--- src/rtl/piso_serializer_pkg.sv ---
// Shared types and helpers for the parallel-in/serial-out front end.
package piso_serializer_pkg;

  typedef enum logic {
    IDLE  = 1'b0,
    SHIFT = 1'b1
  } state_t;

  function automatic int cnt_width(input int width);
    return $clog2(width);
  endfunction

endpackage

--- src/rtl/piso_serializer.sv ---
// Serializes WIDTH-bit words LSB-first with per-bit valid and start-of-word
// marker, feeding the serial input of the 4-stage delay line.
//
// state | meaning
// IDLE  | no word in flight, outputs quiet
// SHIFT | word in flight, cnt selects the bit currently on O
module piso_serializer
  import piso_serializer_pkg::*;
#(
  parameter int WIDTH = 4
) (
  input  logic             CLK,
  input  logic             RESETN,
  input  logic             CE,
  input  logic [WIDTH-1:0] I,
  input  logic             I_VALID,
  output logic             I_READY,
  output logic             O,
  output logic             O_VALID,
  output logic             SOF
);

  localparam int CW = cnt_width(WIDTH);
  localparam logic [CW-1:0] CNT_LAST = CW'(WIDTH - 1);

  state_t           state;
  logic [CW-1:0]    cnt;
  logic [WIDTH-1:0] sr;
  logic             accept;

  // Ready on the last bit as well as in IDLE so back-to-back words have no gap.
  assign I_READY = RESETN & CE & ((state == IDLE) | (cnt == CNT_LAST));
  assign accept  = I_VALID & I_READY;

  always_ff @(posedge CLK or negedge RESETN) begin
    if (!RESETN) begin
      state <= IDLE;
      cnt   <= '0;
      sr    <= '0;
    end else if (CE) begin
      case (state)
        IDLE: begin
          if (accept) begin
            sr    <= I;
            cnt   <= '0;
            state <= SHIFT;
          end
        end
        SHIFT: begin
          if (cnt == CNT_LAST) begin
            if (accept) begin
              sr  <= I;
              cnt <= '0;
            end else begin
              sr    <= '0;
              cnt   <= '0;
              state <= IDLE;
            end
          end else begin
            sr  <= {1'b0, sr[WIDTH-1:1]};
            cnt <= cnt + 1'b1;
          end
        end
        default: begin
          state <= IDLE;
          cnt   <= '0;
          sr    <= '0;
        end
      endcase
    end
  end

  // Outputs decode registered state only, so they clear with the async reset.
  assign O       = (state == SHIFT) & sr[0];
  assign O_VALID = (state == SHIFT);
  assign SOF     = (state == SHIFT) & (cnt == '0);

endmodule

--- config.mk ---
export PLATFORM = sky130hd
export DESIGN_NAME = piso_serializer
export DESIGN_NICKNAME = d
export VERILOG_FILES = /design/src/rtl/piso_serializer_pkg.sv /design/src/rtl/piso_serializer.sv
export SDC_FILE = /design/constraint.sdc
export NUM_CORES = 1
export LEC_CHECK = 0
export ABC_AREA = 1
export CORE_AREA = 8 8 45 47
export CTS_BUF_LIST = sky130_fd_sc_hd__clkbuf_8
export DETAILED_ROUTE_END_ITERATION = 10
export DIE_AREA = 0 0 53 55
export PLACE_DENSITY = 0.56
export SLEW_MARGIN = 15
export SYNTH_ARGS = -nofsm -noshare
export SYNTH_HDL_FRONTEND = slang
export SYNTH_SLANG_ARGS = --single-unit
--- constraint.sdc ---
create_clock -name CLK -period 2.9 [get_ports CLK]
set_input_delay 0.58 -clock CLK [delete_from_list [all_inputs] [get_ports CLK]]
set_output_delay 0.58 -clock CLK [all_outputs]
set_load 0.01 [all_outputs]
# ---- Word-level counts from Yosys, hierarchy flattened
# Index checks and enable logic that the tools add are counted.
dict set report totals {
  register_bits 7
  inputBits 8
  out_inout_bits 4
}
dict set report op_classes {
  addsub 1
  eq_ne 2
  mux 10
  bitwise 7
  reduce_logical 2
}
# operator count
set op_table {}
lappend op_table {{2-to-1 mux 4 bit} 3}
lappend op_table {{case mux 4 bit (2 select lines)} 1}
lappend op_table {{AND 1 bit} 5}
lappend op_table {{2-to-1 mux 2 bit} 2}
lappend op_table {{case mux 2 bit (2 select lines)} 1}
lappend op_table {{adder 2 x 1 -> 2 bit, second input constant} 1}
lappend op_table {{== test 2 bit, second input constant} 1}
lappend op_table {{logical NOT 2 bit} 1}
lappend op_table {{2-to-1 mux 1 bit} 2}
lappend op_table {{inequality test 2 bit, second input constant} 1}
lappend op_table {{case mux 1 bit (2 select lines)} 1}
lappend op_table {{AND reduction 2 bit} 1}
lappend op_table {{inverter 1 bit} 1}
lappend op_table {{OR 1 bit} 1}

# ---- Logic depth before layout (Yosys ltp)
# Gate-level depths: netlist of the first run.
dict set report depth {
  word_depth 7
  ltp_mapped 8
}

# ---- Worst setup path before layout of the first run
# No wires, ideal clock.
dict set report synth_timing {
  path_type {register to output}
  from {register state (netlist: O_VALID)}
  to {output I_READY}
  t_arrival_ns 0.865
  required_ns 2.320
  slack_ns 1.455
  path_stages_with_launch 4
  path_buffers 0
  path_cell_list {dfrtp_1 -> nand2_2 -> inv_1 -> nor2_2}
}
dict set report synth_via {
  elab_chain_cells 3
}
# element line_no
set synth_lines {}
lappend synth_lines {{start: declaration} piso_serializer.sv:26} ;# state_t state;
lappend synth_lines {{start signal: assignment} piso_serializer.sv:37} ;# state <= IDLE;
lappend synth_lines {{start signal: assignment} piso_serializer.sv:46} ;# state <= SHIFT;
lappend synth_lines {{start signal: assignment} piso_serializer.sv:57} ;# state <= IDLE;
lappend synth_lines {{inverter 1 bit} -}
lappend synth_lines {{OR 1 bit} piso_serializer.sv:32} ;# assign I_READY = RESETN & CE & ((state == IDLE) | (cnt == CNT_LAST));
lappend synth_lines {{AND 1 bit} piso_serializer.sv:32}
lappend synth_lines {{end: declaration} piso_serializer.sv:17} ;# output logic I_READY,
# Every way passes these cells.

# ---- Worst setup path after layout of the first run
dict set report layout_timing {
  from {input CE}
  to {output I_READY}
}
dict set report layout_via {
  elab_chain_cells 2
}
# element line_no
set layout_lines {}
lappend layout_lines {{start: declaration} piso_serializer.sv:14} ;# input logic CE,
lappend layout_lines {{AND 1 bit (2 in a row)} piso_serializer.sv:32}
# Every way passes these cells.

==> key figures, run 1 <==
Status
  • Outcome: complete, no violations

Placed design
  • Placement Setup Slack: 317 ps
  • HPWL Detailed: 719 µm
  • Placed Instance Area: 557 µm²
  • Port Buffers: 11
  • Routability-driven placement congestion ratio: 0.770

Worst setup path
  • CP Capture Type: output pin
  • Critical path launch point: CE
  • CP Class: input port to output pin
  • Most common cell on crit path: clkdlybuf4s50_1
  • Worst Path Required: 2320 ps
  • R2R depth: 7
  • CP bufs+invs: 2
  • Reg-to-reg setup timing slack: 1690 ps
  • CP max-delay cell: clkdlybuf4s50_1
  • Max Fanout on Critical Path: 5
  • Critical path depth: 4
  • Worst R2R Start: cnt[0]
  • CP max stage delay: 570 ps
  • CP delay by family, top: buffers and inverters
  • CP cell instances: clkdlybuf4s50_1 -> nand2_1 -> nor2_2 -> clkdlybuf4s50_1
  • R2R Path End: sr[0]
  • Crit path to: I_READY
  • CP Launch Type: input port
  • Critical path arrival: 1990 ps

Clocking
  • Longest Clk Path Bufs: 2
  • Inserted Clock Buffers: 3
  • Hold buffers post-CTS: 0
  • Setup bufs post-CTS: 0
  • Resize count post-CTS: 0
  • Clock latency on the worst-skew pair: 230 ps
  • Reg clk slew, reported paths: 40 ps
  • H-tree Lvls: 1
  • CTS sink count: 7
  • TritonCTS clock tree: done
  • Clk root buf: clkbuf_8

Floorplanning
  • Die Wd: 53 µm
  • Placement row count: 14
  • DIE AREA: 2920 µm²
  • I/O pin count: 12
  • Core region area: 1380 µm²
  • Die Y-Extent: 55 µm
  • Starting Density: 0.303

Route
  • Initial DRC Count: 5
  • ANT nets after route: 0
  • DR WL/cell: 11.2 µm
  • Via count: 354
  • Drt via density: 4.37
  • Final wirelength: 906 µm
  • Drc violations: 0
  • Pre-Repair DR Iteration Count: 2

STA
  • Final setup TNS: 0 ps
  • Final hold viol count: 0
  • Fin crit share: 0.887
  • Slew Limit Fails: 0
  • Final worst slack: 327 ps
  • Fmax: 389 MHz
  • Clock Skew: 4.00 ps
  • Rel. slew slack: 0.828
  • RSZ-0062 raised after global routing: no
  • Final setup vio count: 0
  • Slew @ Worst Pin: 259 ps
  • Hold Slack: 472 ps
  • Fin crit period: 2570 ps

Synth
  • Mean Syn Cell Area: 8.55 µm²
  • Synth Cell Area: 419 µm²
  • Seq cells post-synth: 7
  • Post-synthesis cell type count: 17
  • Synth Instances: 49
  • Syn_nets: 59
  • Sequential area share after synthesis: 0.418
  • Ys Warns: 0

Global routing
  • Largest net degree at the start of global routing: 9
  • Global-route wire length before repair: 1410 µm
  • Initial antenna violation count: 0
  • Grt ovf: 0
  • Number of global-route vias before repair: 333
  • GRT Util Overall: 0.0671

Power
  • IR drop worst, VDD: 0.000380 V
  • Power Dens Cells: 910 nW/µm²
  • Lkg Pwr: 0.295 nW

Layout
  • Net count, final: 76
  • Area added between synthesis and finish: 43.6%
  • Final Cell Area: 602 µm²
  • Layout cell share with drive strength beyond 1: 0.231
  • # diodes: 0
  • Final Util: 0.435

Hold path
  • Worst hold path class: flip-flop to flip-flop

Flow run
  • Max_cap viols: 0
## worst min-delay path, delay by kind of cell (launching register included)
family        cells  cell delay [ps]
simple gates      2              100
flops             1              340
## final cells by class
class	instances	area, µm²
multi-input cells	33	208
clock inverters	1	3.75
flip-flops and latches	7	175
repair buffers	12	118
inverters	9	36.3
fillers	148	782
clock buffers	3	41.3
well taps	16	20.0
## cells in the final DEF, fill, tap and decap left out, drive strengths merged
cell           netlist  layout
dfrtp                7       7
inv                  8       9
a21oi                2       2
clkbuf               0       3
ha                   2       2
nand3               10      10
nor2                 4       4
a31oi                1       1
clkinv               1       1
o21ai                2       2
clkdlybuf4s50        0      11
buf                  0       1
nand2               12      12
## sequential cells by signal, indices dropped and copies added, names as in the netlist
name / count
O_VALID: 1
cnt: 2
sr: 4
## power breakdown
part | switching (mW) | total, mW | internal, mW | leakage, nW
Clock | 0.0435 | 0.135 | 0.0916 | 0.0269
Sequential | 0.0349 | 0.173 | 0.138 | 0.0874
Combinational | 0.128 | 0.240 | 0.112 | 0.181
Total | 0.206 | 0.547 | 0.341 | 0.295
## worst min-delay path by stage
stage | depth (start not counted) | from | slack (ps) | to
floorplan | 0 | RESETN | 280 | O_VALID
finish | 2 | sr[3] | 470 | sr[3]
detailed placement | 2 | sr[3] | 470 | sr[3]
global placement | 2 | sr[3] | 470 | sr[3]
global route | 2 | sr[2] | 500 | sr[2]
CTS | 2 | sr[3] | 480 | sr[3]
## metrics by stage
step	std cells	power, mW
after floorplan	49	0.325
after global placement	77	0.416
after detailed placement	77	0.418
after CTS	81	0.560
after global routing	81	0.590
final	81	0.547
## cells in the mapped netlist
cell type | count | area share
nand3_4 | 1 | 0.042
clkinv_1 | 1 | 0.0089
a31oi_1 | 1 | 0.015
nand3_1 | 7 | 0.084
dfrtp_1 | 7 | 0.42
a21oi_1 | 1 | 0.012
inv_1 | 7 | 0.063
nand3_2 | 2 | 0.048
inv_4 | 1 | 0.015
nor2_1 | 2 | 0.018
o21ai_1 | 2 | 0.024
ha_1 | 2 | 0.060
nor2_2 | 2 | 0.030
nand2_4 | 1 | 0.027
a21oi_2 | 1 | 0.021
nand2_1 | 8 | 0.072
nand2_2 | 3 | 0.045
## kinds of logic (layout without fill, tap and decap cells)
group,count (synthesis),in the layout,synth area share
flops,7,7,0.418
fa+ha+maj,2,2,0.0597
compound gates,5,5,0.0716
buf+inv,9,25,0.0866
simple gates,26,26,0.364
## routing by layer
metal / part of all wire / track usage / vias to the layer above / routed length, µm
li1: - / - / 189 / -
met1: 0.46 / 0.0804 / 160 / 418
met2: 0.48 / 0.0996 / 5 / 438
met3: 0.054 / 0.0267 / 0 / 49
met4: 0 / 0.0388 / 0 / 0
met5: 0 / 0 / - / 0
No activity file was read; power rests on OpenSTA's default activity.
==> run 2, diff against run 1 <==
Settings changed: GPL_ROUTABILITY_DRIVEN set to 0.
==> results of run 2 <==
No change in the layout: final DEF, timing and power equal those of run 1.
==> run 3, diff against run 2 <==
Settings changed: PLACE_DENSITY 0.56 to unset, PLACE_DENSITY_LB_ADDON set to 0.1.
==> run 3 against run 2 <==
  * Power is 0.72% higher
  * Utilization did not move
  * Combinational power is essentially flat
  * Largest cell class unchanged
  * First-iteration DRC count fell by 40%
  * Critical path depth stayed put
==> key figures, run 3 (synthesis results as in run 1) <==
Route
  • DR WL/cell: 11.5 µm
  • Via count: 357
  • Initial DRC Count: 3
  • Drt via density: 4.41
  • Final wirelength: 934 µm
  • Drc violations: 0
  • Pre-Repair DR Iteration Count: 4
  • ANT nets after route: 0

STA
  • Fin crit period: 2550 ps
  • Rel. slew slack: 0.817
  • Final setup vio count: 0
  • Final setup TNS: 0 ps
  • Final worst slack: 346 ps
  • Final hold viol count: 0
  • Slew Limit Fails: 0
  • Fmax: 392 MHz
  • RSZ-0062 raised after global routing: no
  • Slew @ Worst Pin: 275 ps
  • Clock Skew: 3.27 ps
  • Fin crit share: 0.881

Clocking
  • Longest Clk Path Bufs: 2
  • Clk root buf: clkbuf_8
  • Resize count post-CTS: 0
  • Inserted Clock Buffers: 3
  • Hold buffers post-CTS: 0
  • Clock latency on the worst-skew pair: 230 ps
  • TritonCTS clock tree: done
  • Setup bufs post-CTS: 0
  • CTS sink count: 7
  • H-tree Lvls: 1
  • Reg clk slew, reported paths: 40 ps

Floorplanning
  • Starting Density: 0.303
  • Core region area: 1380 µm²
  • Die Wd: 53 µm
  • DIE AREA: 2920 µm²
  • Placement row count: 14
  • I/O pin count: 12
  • Die Y-Extent: 55 µm

Worst setup path
  • CP delay by family, top: buffers and inverters
  • CP max stage delay: 560 ps
  • Most common cell on crit path: clkdlybuf4s50_1
  • Max Fanout on Critical Path: 5
  • CP bufs+invs: 2
  • Worst Path Required: 2320 ps
  • Critical path launch point: CE
  • CP max-delay cell: clkdlybuf4s50_1
  • CP Capture Type: output pin
  • CP Class: input port to output pin
  • CP cell instances: clkdlybuf4s50_1 -> nand2_1 -> nor2_2 -> clkdlybuf4s50_1
  • Critical path arrival: 1970 ps
  • CP Launch Type: input port
  • Worst R2R Start: cnt[0]

Layout
  • Net count, final: 76
  • Most flop-heavy register: sr
  • Area added between synthesis and finish: 43.6%
  • # diodes: 0
  • Layout cell share with drive strength beyond 1: 0.231
  • Max FFs per register: 4
  • Final Instance Count excl. Fillers: 81
  • Commonest non-fill, non-tap cell in the layout: clkdlybuf4s50_1
  • Most frequent cells in the layout: 11 x clkdlybuf4s50_1, 8 x inv_1, 8 x nand2_1, 7 x dfrtp_1, 7 x nand3_1
  • Final Cell Area: 602 µm²

Hold path
  • Hold_sp: sr[3]
  • Worst hold path class: flip-flop to flip-flop

Global routing
  • Global-route wire length before repair: 1640 µm
  • Largest net degree at the start of global routing: 9
  • Grt ovf: 0
  • Initial antenna violation count: 0
  • Number of global-route vias before repair: 383
  • GRT Util Overall: 0.0797

Power
  • Internal power: 0.342 mW
  • Part of the power in combinational logic: 0.437
  • IR drop worst, VDD: 0.000341 V
  • Clock share of power: 0.245
  • Total power: 0.551 mW
  • Lkg Pwr: 0.295 nW
  • Sw power: 0.210 mW
  • Sw frac: 0.381
  • Flop pwr share: 0.318
  • Power Dens Cells: 916 nW/µm²

Placed design
  • Placement Setup Slack: 356 ps
  • HPWL Detailed: 749 µm
  • Placed Instance Area: 557 µm²
  • Port Buffers: 11
  • Placed cell count: 77

Status
  • Outcome: complete, no violations

Flow run
  • Max_cap viols: 0
==> run 3: layer usage <==
layer	part of all wire	up-vias	track usage
met4	0	0	0.0647
met3	0.073	0	0.0294
li1	-	188	-
met1	0.47	159	0.0864
met5	0	-	0
met2	0.45	10	0.123
==> run 3: metrics by stage <==
step                       util  hold slack [ps]
after floorplan               -              284
after CTS                 0.435              474
after detailed placement  0.402              464
after global placement    0.402              461
final                     0.435              464
after global routing      0.435              495
==> run 3: final timing paths <==
path | cells after the start | slack [ps] | endpoint
max reg2reg | 7 | 1680 | sr[2]
min in group asynchronous | 2 | 670 | cnt[1]
min | 2 | 460 | sr[3]
min reg2reg | 2 | 460 | sr[3]
max | 4 | 350 | I_READY
max in group asynchronous | 2 | 2100 | sr[2]
==> run 3: cell type report <==
cell class	count	area, µm²
fill	153	782
multi-input combinational	33	208
sequential	7	175
timing repair buffer	12	118
clock buffer	3	41.3
inverter	9	36.3
tap	16	20.0
clock inverter	1	3.75
==> run 3: worst min-delay path, cell delays in order, from the launching register on <==
cell and delay [ps]:
dfrtp_1 330, nand2_1 50, nand2_1 50
==> run 3: power groups by stage <==
stage | combinational [mW] | clock, mW | sequential [mW]
2_1_floorplan | 0.156 | 0 | 0.170
3_3_place_gp | 0.244 | 0 | 0.177
3_5_place_dp | 0.246 | 0 | 0.178
4_1_cts | 0.246 | 0.139 | 0.177
5_1_grt | 0.270 | 0.146 | 0.182
6_report | 0.241 | 0.135 | 0.175
